==> src/rtl/dm_access_arbiter.sv <==
// Shares the single data-memory port between the CPU MEM stage (M0) and a debug/DMA loader (M1).
// Define DM_ARB_RR_EN for round-robin tie-breaking in IDLE; otherwise M0 has fixed priority.
module dm_access_arbiter #(
  parameter int unsigned WIDTH    = 12,
  parameter int unsigned LOCK_MAX = 4
) (
  input  logic        clk,
  input  logic        reset,

  input  logic        m0_req,
  input  logic        m0_lock,
  input  logic        m0_we,
  input  logic [2:0]  m0_type,
  input  logic [31:0] m0_addr,
  input  logic [31:0] m0_wd,
  input  logic [31:0] m0_pc,
  output logic        m0_gnt,
  output logic        m0_rvalid,
  output logic [31:0] m0_rdata,
  output logic        m0_err,

  input  logic        m1_req,
  input  logic        m1_lock,
  input  logic        m1_we,
  input  logic [2:0]  m1_type,
  input  logic [31:0] m1_addr,
  input  logic [31:0] m1_wd,
  input  logic [31:0] m1_pc,
  output logic        m1_gnt,
  output logic        m1_rvalid,
  output logic [31:0] m1_rdata,
  output logic        m1_err,

  output logic        dm_we,
  output logic [2:0]  dm_type,
  output logic [31:0] dm_addr,
  output logic [31:0] dm_wd,
  output logic [31:0] dm_pc,
  input  logic [31:0] dm_rd
);

  typedef enum logic [1:0] {
    IDLE = 2'd0,
    OWN0 = 2'd1,
    OWN1 = 2'd2
  } state_t;

  state_t      state_q;
  logic [3:0]  lock_cnt_q;
  logic [3:0]  lock_cnt_inc;
  logic        lock_enter;
  logic        lock_done;

`ifdef DM_ARB_RR_EN
  logic        last_owner_q;  // 1 = M1 was granted last
`endif

  logic        gnt0;
  logic        gnt1;
  logic        any_gnt;

  logic        sel_lock;
  logic        sel_we;
  logic [2:0]  sel_type;
  logic [31:0] sel_addr;
  logic [31:0] sel_wd;
  logic [31:0] sel_pc;

  logic        misalign;
  logic        out_of_range;
  logic        acc_err;
  logic [31:0] rsp_rdata_d;

  logic        m0_rvalid_q;
  logic        m1_rvalid_q;
  logic        m0_err_q;
  logic        m1_err_q;
  logic [31:0] m0_rdata_q;
  logic [31:0] m1_rdata_q;

  // Ownership restricts grants to the locking master; ties only arise in IDLE.
  always_comb begin
    gnt0 = 1'b0;
    gnt1 = 1'b0;
    case (state_q)
      OWN0: gnt0 = m0_req;
      OWN1: gnt1 = m1_req;
      default: begin
        if (m0_req && m1_req) begin
`ifdef DM_ARB_RR_EN
          gnt0 = last_owner_q;
          gnt1 = ~last_owner_q;
`else
          gnt0 = 1'b1;
`endif
        end else begin
          gnt0 = m0_req;
          gnt1 = m1_req;
        end
      end
    endcase
  end

  assign any_gnt = gnt0 | gnt1;

  always_comb begin
    sel_lock = 1'b0;
    sel_we   = 1'b0;
    sel_type = '0;
    sel_addr = '0;
    sel_wd   = '0;
    sel_pc   = '0;
    if (gnt0) begin
      sel_lock = m0_lock;
      sel_we   = m0_we;
      sel_type = m0_type;
      sel_addr = m0_addr;
      sel_wd   = m0_wd;
      sel_pc   = m0_pc;
    end else if (gnt1) begin
      sel_lock = m1_lock;
      sel_we   = m1_we;
      sel_type = m1_type;
      sel_addr = m1_addr;
      sel_wd   = m1_wd;
      sel_pc   = m1_pc;
    end
  end

  // Word needs 4-byte alignment, halves 2-byte; bytes and WL/WR are unaligned by nature.
  always_comb begin
    misalign = 1'b0;
    case (sel_type)
      3'b000:         misalign = (sel_addr[1:0] != 2'b00);
      3'b010, 3'b011: misalign = sel_addr[0];
      default:        misalign = 1'b0;
    endcase
  end

  assign out_of_range = ((sel_addr >> WIDTH) != 32'd0);
  assign acc_err      = any_gnt & (misalign | out_of_range);
  assign rsp_rdata_d  = (sel_we | acc_err) ? '0 : dm_rd;

  assign dm_we   = sel_we & ~acc_err;
  assign dm_type = sel_type;
  assign dm_addr = sel_addr;
  assign dm_wd   = sel_wd;
  assign dm_pc   = sel_pc;

  assign m0_gnt = gnt0;
  assign m1_gnt = gnt1;

  assign lock_cnt_inc = lock_cnt_q + 4'd1;
  assign lock_enter   = sel_lock && (LOCK_MAX > 32'd1);
  assign lock_done    = ~sel_lock || (32'(lock_cnt_inc) >= LOCK_MAX);

  always_ff @(posedge clk) begin
    if (reset) begin
      state_q      <= IDLE;
      lock_cnt_q   <= '0;
`ifdef DM_ARB_RR_EN
      last_owner_q <= 1'b1;
`endif
      m0_rvalid_q  <= 1'b0;
      m1_rvalid_q  <= 1'b0;
      m0_err_q     <= 1'b0;
      m1_err_q     <= 1'b0;
      m0_rdata_q   <= '0;
      m1_rdata_q   <= '0;
    end else begin
      m0_rvalid_q <= gnt0;
      m1_rvalid_q <= gnt1;
      m0_err_q    <= gnt0 & acc_err;
      m1_err_q    <= gnt1 & acc_err;
      m0_rdata_q  <= gnt0 ? rsp_rdata_d : '0;
      m1_rdata_q  <= gnt1 ? rsp_rdata_d : '0;
      if (any_gnt) begin
`ifdef DM_ARB_RR_EN
        last_owner_q <= gnt1;
`endif
        case (state_q)
          IDLE: begin
            if (lock_enter) begin
              state_q    <= gnt1 ? OWN1 : OWN0;
              lock_cnt_q <= 4'd1;
            end
          end
          default: begin
            if (lock_done) begin
              state_q    <= IDLE;
              lock_cnt_q <= '0;
            end else begin
              lock_cnt_q <= lock_cnt_inc;
            end
          end
        endcase
      end
    end
  end

  assign m0_rvalid = m0_rvalid_q;
  assign m1_rvalid = m1_rvalid_q;
  assign m0_err    = m0_err_q;
  assign m1_err    = m1_err_q;
  assign m0_rdata  = m0_rdata_q;
  assign m1_rdata  = m1_rdata_q;

endmodule
==> config.mk <==
export PLATFORM = sky130hd
export DESIGN_NAME = dm_access_arbiter
export DESIGN_NICKNAME = d
export VERILOG_FILES = /design/src/rtl/dm_access_arbiter.sv
export SDC_FILE = /design/constraint.sdc
export NUM_CORES = 1
export LEC_CHECK = 0
export CORE_AREA = 2 2 159 161
export CTS_BUF_LIST = sky130_fd_sc_hd__clkbuf_4
export DETAILED_ROUTE_END_ITERATION = 10
export DIE_AREA = 0 0 161 163
export DONT_BUFFER_PORTS = 1
export SYNTH_ARGS = -nofsm -noshare
export SYNTH_HDL_FRONTEND = slang
export SYNTH_SLANG_ARGS = --single-unit
export TNS_END_PERCENT = 50
==> constraint.sdc <==
create_clock -name clk -period 2.9 [get_ports clk]
set_input_delay 0.58 -clock clk [delete_from_list [all_inputs] [get_ports clk]]
set_output_delay 0.58 -clock clk [all_outputs]
set_load 0.02 [all_outputs]
# Word level (Yosys, flattened, before mapping)
# Index checks and enable logic that the tools add are counted.
# W data, S select, Z words.
# classes
n_lt_le_gt_ge	1
muxes	25
n_eq_ne	5
bitwise_logic	11
addsub	1
n_reduce_logical	12
# op_table
op	count
$mux W32	7
$reduce_bool A32 Y1	1
$mux W4	3
$mux W2	4
$eq A3 B2 Y1 const B	2
$mux W1	6
$mux W3	2
$pmux W1 S2	3
$reduce_or A2 Y1	3
$add A4 B1 Y4 const B	1
$and A1 B1 Y1	4
$ge A4 B3 Y1 const B	1
$not A1 Y1	4
$reduce_bool A2 Y1	2
$logic_not A3 Y1	1
$or A1 B1 Y1	3
$reduce_and A3 Y1	1
$eq A2 B1 Y1 const B	1
$eq A2 B2 Y1 const B	1
$logic_not A2 Y1	1
$ne A2 B2 Y1 const B	1
$reduce_and A2 Y1	1
$logic_and A1 B1 Y1	1
$logic_or A1 B1 Y1	1
# totals
word_cells	63
reg_bits	74
in_bits	238

# Logic depth before layout (Yosys ltp)
# depth
ltp_word	12
depth_mapped	9
mapped_depth_nobuf	8

# Least setup slack after synthesis
# OpenSTA, ideal clock, no wires.
# synth_path
path_type	register -> output
startpoint	register state_q[0]
endpoint	output port dm_type[1]
stages_incl_launch_ff	9
arrival_time_ns	2.166
slack_ns	0.154
path_cell_list	dfxtp_1 inv_1 ha_1 nor2b_4 a211oi_1 clkbuf_1 clkbuf_1 nand2_1 o21ai_0
# synth_between
elab_chain_cells	4
# synth_lines
item	line	source
from (decl)	48	state_t state_q;
from (signal assigned)	184	state_q <= gnt1 ? OWN1 : OWN0;
$eq A2 B2 Y1 or $eq A2 B1 Y1 (tied branches)	85	case (state_q)
$pmux W1 S2	85	
$mux W3	120	end else if (gnt1) begin
$mux W3 (*)	113	if (gnt0) begin
to (decl)	35	output logic [2:0] dm_type,
# Every way passes the cells marked *; elsewhere a longest branch is shown, timed or not.

# Final worst setup path
# layout_path
startpoint	register state_q[0]
endpoint	output port dm_addr[14]
# layout_between
elab_chain_cells	4
# layout_lines
item	line	source
$eq A2 B2 Y1 or $eq A2 B1 Y1 (tied branches)	85	
$pmux W1 S2	85	
$mux W32	120	
$mux W32 (*)	113	
to (decl)	36	output logic [31:0] dm_addr,
# Marks and branches as above.

==> results.py <==
metrics = {
    "synthesis": {
        "synth_commonest_cells": "a22o_1, dfxtp_1, and2_1",
        "synth_seq_cells": 74,
        "ys_seq_area_frac": 0.436,
        "yosys.area.top_type": "dfxtp_1",
        "synth_top_family_by_area": "compound AO/OA/AOI/OAI gates",
        "syn_area_per_cell_um2": 9.99,
        "synth_cells": 340,
        "synth.most_common_cell": "a22o_1",
        "syn_nets": 582,
        "synthMuxAreaShare": 0,
        "syn_area_um2": 3400,
        "async_reset_ff_frac": 0,
        "synth-warning-count": 0,
        "synth_fa_ha_area_frac": 0.0147,
        "synth_edf_count": 0,
        "synth_top_cell_area_share": 0.436,
        "synth_compound_area_frac": 0.317,
        "synth_simple_gate_area_share": 0.185,
        "synth-xor-area-share": 0,
        "synth_area_leaders": "dfxtp_1, a22o_1, and2_1, clkbuf_1, nor4_1",
        "ys.flop_type": "dfxtp_1",
        "synth.distinct_cells": 36,
    },
    "detailed_routing": {
        "vias": 3003,
        "antenna_left": 0,
        "avgViaCountPerCell": 4.42,
        "drc": 0,
        "drt_wl_total_um": 18500,
        "dr.pass1.iters": 4,
        "drtIter0Drc": 216,
        "wire_per_inst_um": 27.2,
    },
    "place": {
        "routabilityCongestion": 1.08,
        "dpl.hpwl_um": 15400,
        "numPortBuffers": 0,
    },
    "clock_network": {
        "cts_buffer_depth": 2,
        "clk_latency_ps": 400,
        "cts-root-buf": "clkbuf_4",
        "cts_sinks": 74,
        "postCtsHoldBufs": 0,
        "cts_max_level": 3,
        "path_clk_slew_ps": 130,
        "cts_made_buffers": 9,
        "cts_tree": "yes",
    },
    "floorplan": {
        "die_h_um": 163,
        "num_rows": 58,
        "dieArea_um2": 26200,
        "ios": 408,
        "die_w_um": 161,
        "initial_utilization": 0.138,
        "core_area_um2": 24700,
    },
    "power": {
        "p_clk_frac": 0.170,
        "combPwrFrac": 0.525,
        "power.leakage_nw": 1.67,
        "power.density_nw_per_um2": 863,
        "swShare": 0.447,
        "p_int_mw": 2.09,
        "ir_worst_vdd_mv": 0.338,
        "pwr-share-seq": 0.305,
        "p_sw_mw": 1.69,
    },
    "timing": {
        "maxSlewHeadroom": 0.618,
        "finalSetupTns_ps": 0,
        "report.final.slew_viol_count": 0,
        "max_freq_mhz": 357,
        "setup_viol": 0,
        "hold_viol": 0,
        "fin_crit_ps": 2800,
        "fin_worst_skew_ps": 15.6,
        "post-route-period-util": 0.967,
        "worstMarginPinSlew_ps": 558,
        "rsz0062_at_grt": "true",
    },
    "global_route": {
        "grtUsageMet2": 0.237,
        "grt_max_degree": 61,
        "grt-busiest-layer": "met2",
        "use_met1": 0.152,
        "grt_pass1_wl_um": 23700,
        "grt_overflow_total": 0,
        "grt_pass1_vias": 2815,
        "grt_use_met3": 0.0453,
        "grt_util_all_layers": 0.131,
        "antenna_found_initial": 1,
    },
    "cells_and_area": {
        "utilization": 0.177,
        "area_delta_synth_final_pct": 29.0,
        "drive_above_1_share": 0.353,
        "nets": 585,
    },
    "worst_setup_path": {
        "critPathSlowestCell": "dfxtp_2",
        "path_max_fanout": 19,
        "critPathTopFamily": "buffers and inverters",
        "crit_arrival_ps": 2220,
        "path_class": "reg -> out",
        "worstSetupStartpointType": "register",
        "critical_path_buf_inv_count": 3,
        "required_ps": 2320,
        "critPathCaptureType": "output port",
        "max_stage_delay_ps": 350,
        "crit_chain": "inv_1 -> ha_4 -> nand2b_4 -> a211oi_4 -> buf_4 -> bufbuf_16 -> a22o_1",
    },
    "worst_hold_path": {
        "hold_class": "in -> reg",
    },
    "flow_run": {
        "drv_cap": 0,
    },
    "run_status": {
        "status": "completed",
    },
}
## path summary, 6_finish.rpt
check | startpoint | end | slack, ps | depth (start not counted)
worst min-delay path | reset | lock_cnt_q[0] | 230 | 1
worst min register to register | lock_cnt_q[2] | lock_cnt_q[2] | 510 | 1
worst max-delay path | state_q[0] | dm_addr[14] | 100 | 7
worst max register to register | state_q[0] | m1_rdata[0] | 340 | 10
## power groups by stage
stage                     registers (mW)  clock network [mW]  logic [mW]
after CTS                           1.15               0.675        1.95
after global placement              1.18                   0        1.65
after detailed placement            1.18                   0        1.65
final                               1.15               0.644        1.98
after global routing                1.16               0.714        2.07
after floorplan                     1.16                   0        1.34
## metal layers
layer,wire [um],part of all wire
met4,111,0.0060
met1,7020,0.38
met2,9300,0.50
met3,2030,0.11
met5,0,0
## registers in the layout (all words and copies together), names as in the netlist
name	flops
lock_cnt_q	4
m0_err	1
m0_rdata	32
m0_rvalid	1
m1_err	1
m1_rdata	32
m1_rvalid	1
state_q	2
## layout make-up
type                       instances  area, um2
sequential                        74       1480
antenna                            1       2.50
clock inverter                     6       67.6
inverter                           9       38.8
multi-input combinational        229       2030
timing repair buffer              20        265
clock buffer                      10       75.1
fill                            2756      20300
tap                              330        413
## stage by stage
step                hold slack (ps)  setup WS [ps]  power, mW  instance area, um2  instances
floorplan                       466            154       2.50                3400        340
global placement                487            159       2.83                3860        656
detailed placement              488            110       2.83                3860        656
CTS                             192         -0.322       3.77                4300        678
global route                    180          -24.9       3.94                4380        679
finish                          234           95.4       3.78                4380        679
## cell usage in the layout, fill, tap and decap left out, types with 4 or more instances in the layout
| master | netlist | final |
|---|---|---|
| buf_12 | 0 | 4 |
| nor4_1 | 10 | 10 |
| a22o_4 | 0 | 18 |
| buf_4 | 0 | 13 |
| inv_1 | 8 | 8 |
| clkbuf_4 | 0 | 10 |
| nand3_1 | 5 | 5 |
| a22o_2 | 0 | 52 |
| and2_1 | 65 | 65 |
| a22o_1 | 99 | 29 |
| dfxtp_1 | 74 | 72 |
## cell families (layout without fill, tap and decap cells)
| kind of cell | Yosys count | in the layout |
|---|---|---|
| buf+inv | 37 | 45 |
| flops | 74 | 74 |
| other cells | 0 | 1 |
| simple gates | 101 | 101 |
| fa+ha+maj | 4 | 4 |
| compound gates | 124 | 124 |
## what timing repair did
action                                  CTS  global route
gates cloned                              2             0
endpoints found under the setup margin   94            70
hold endpoints to repair                  0             0
resized for setup                        64            26
setup buffers                             4             0
pin swaps                                 2             1
(Power assumes the default switching activity.)
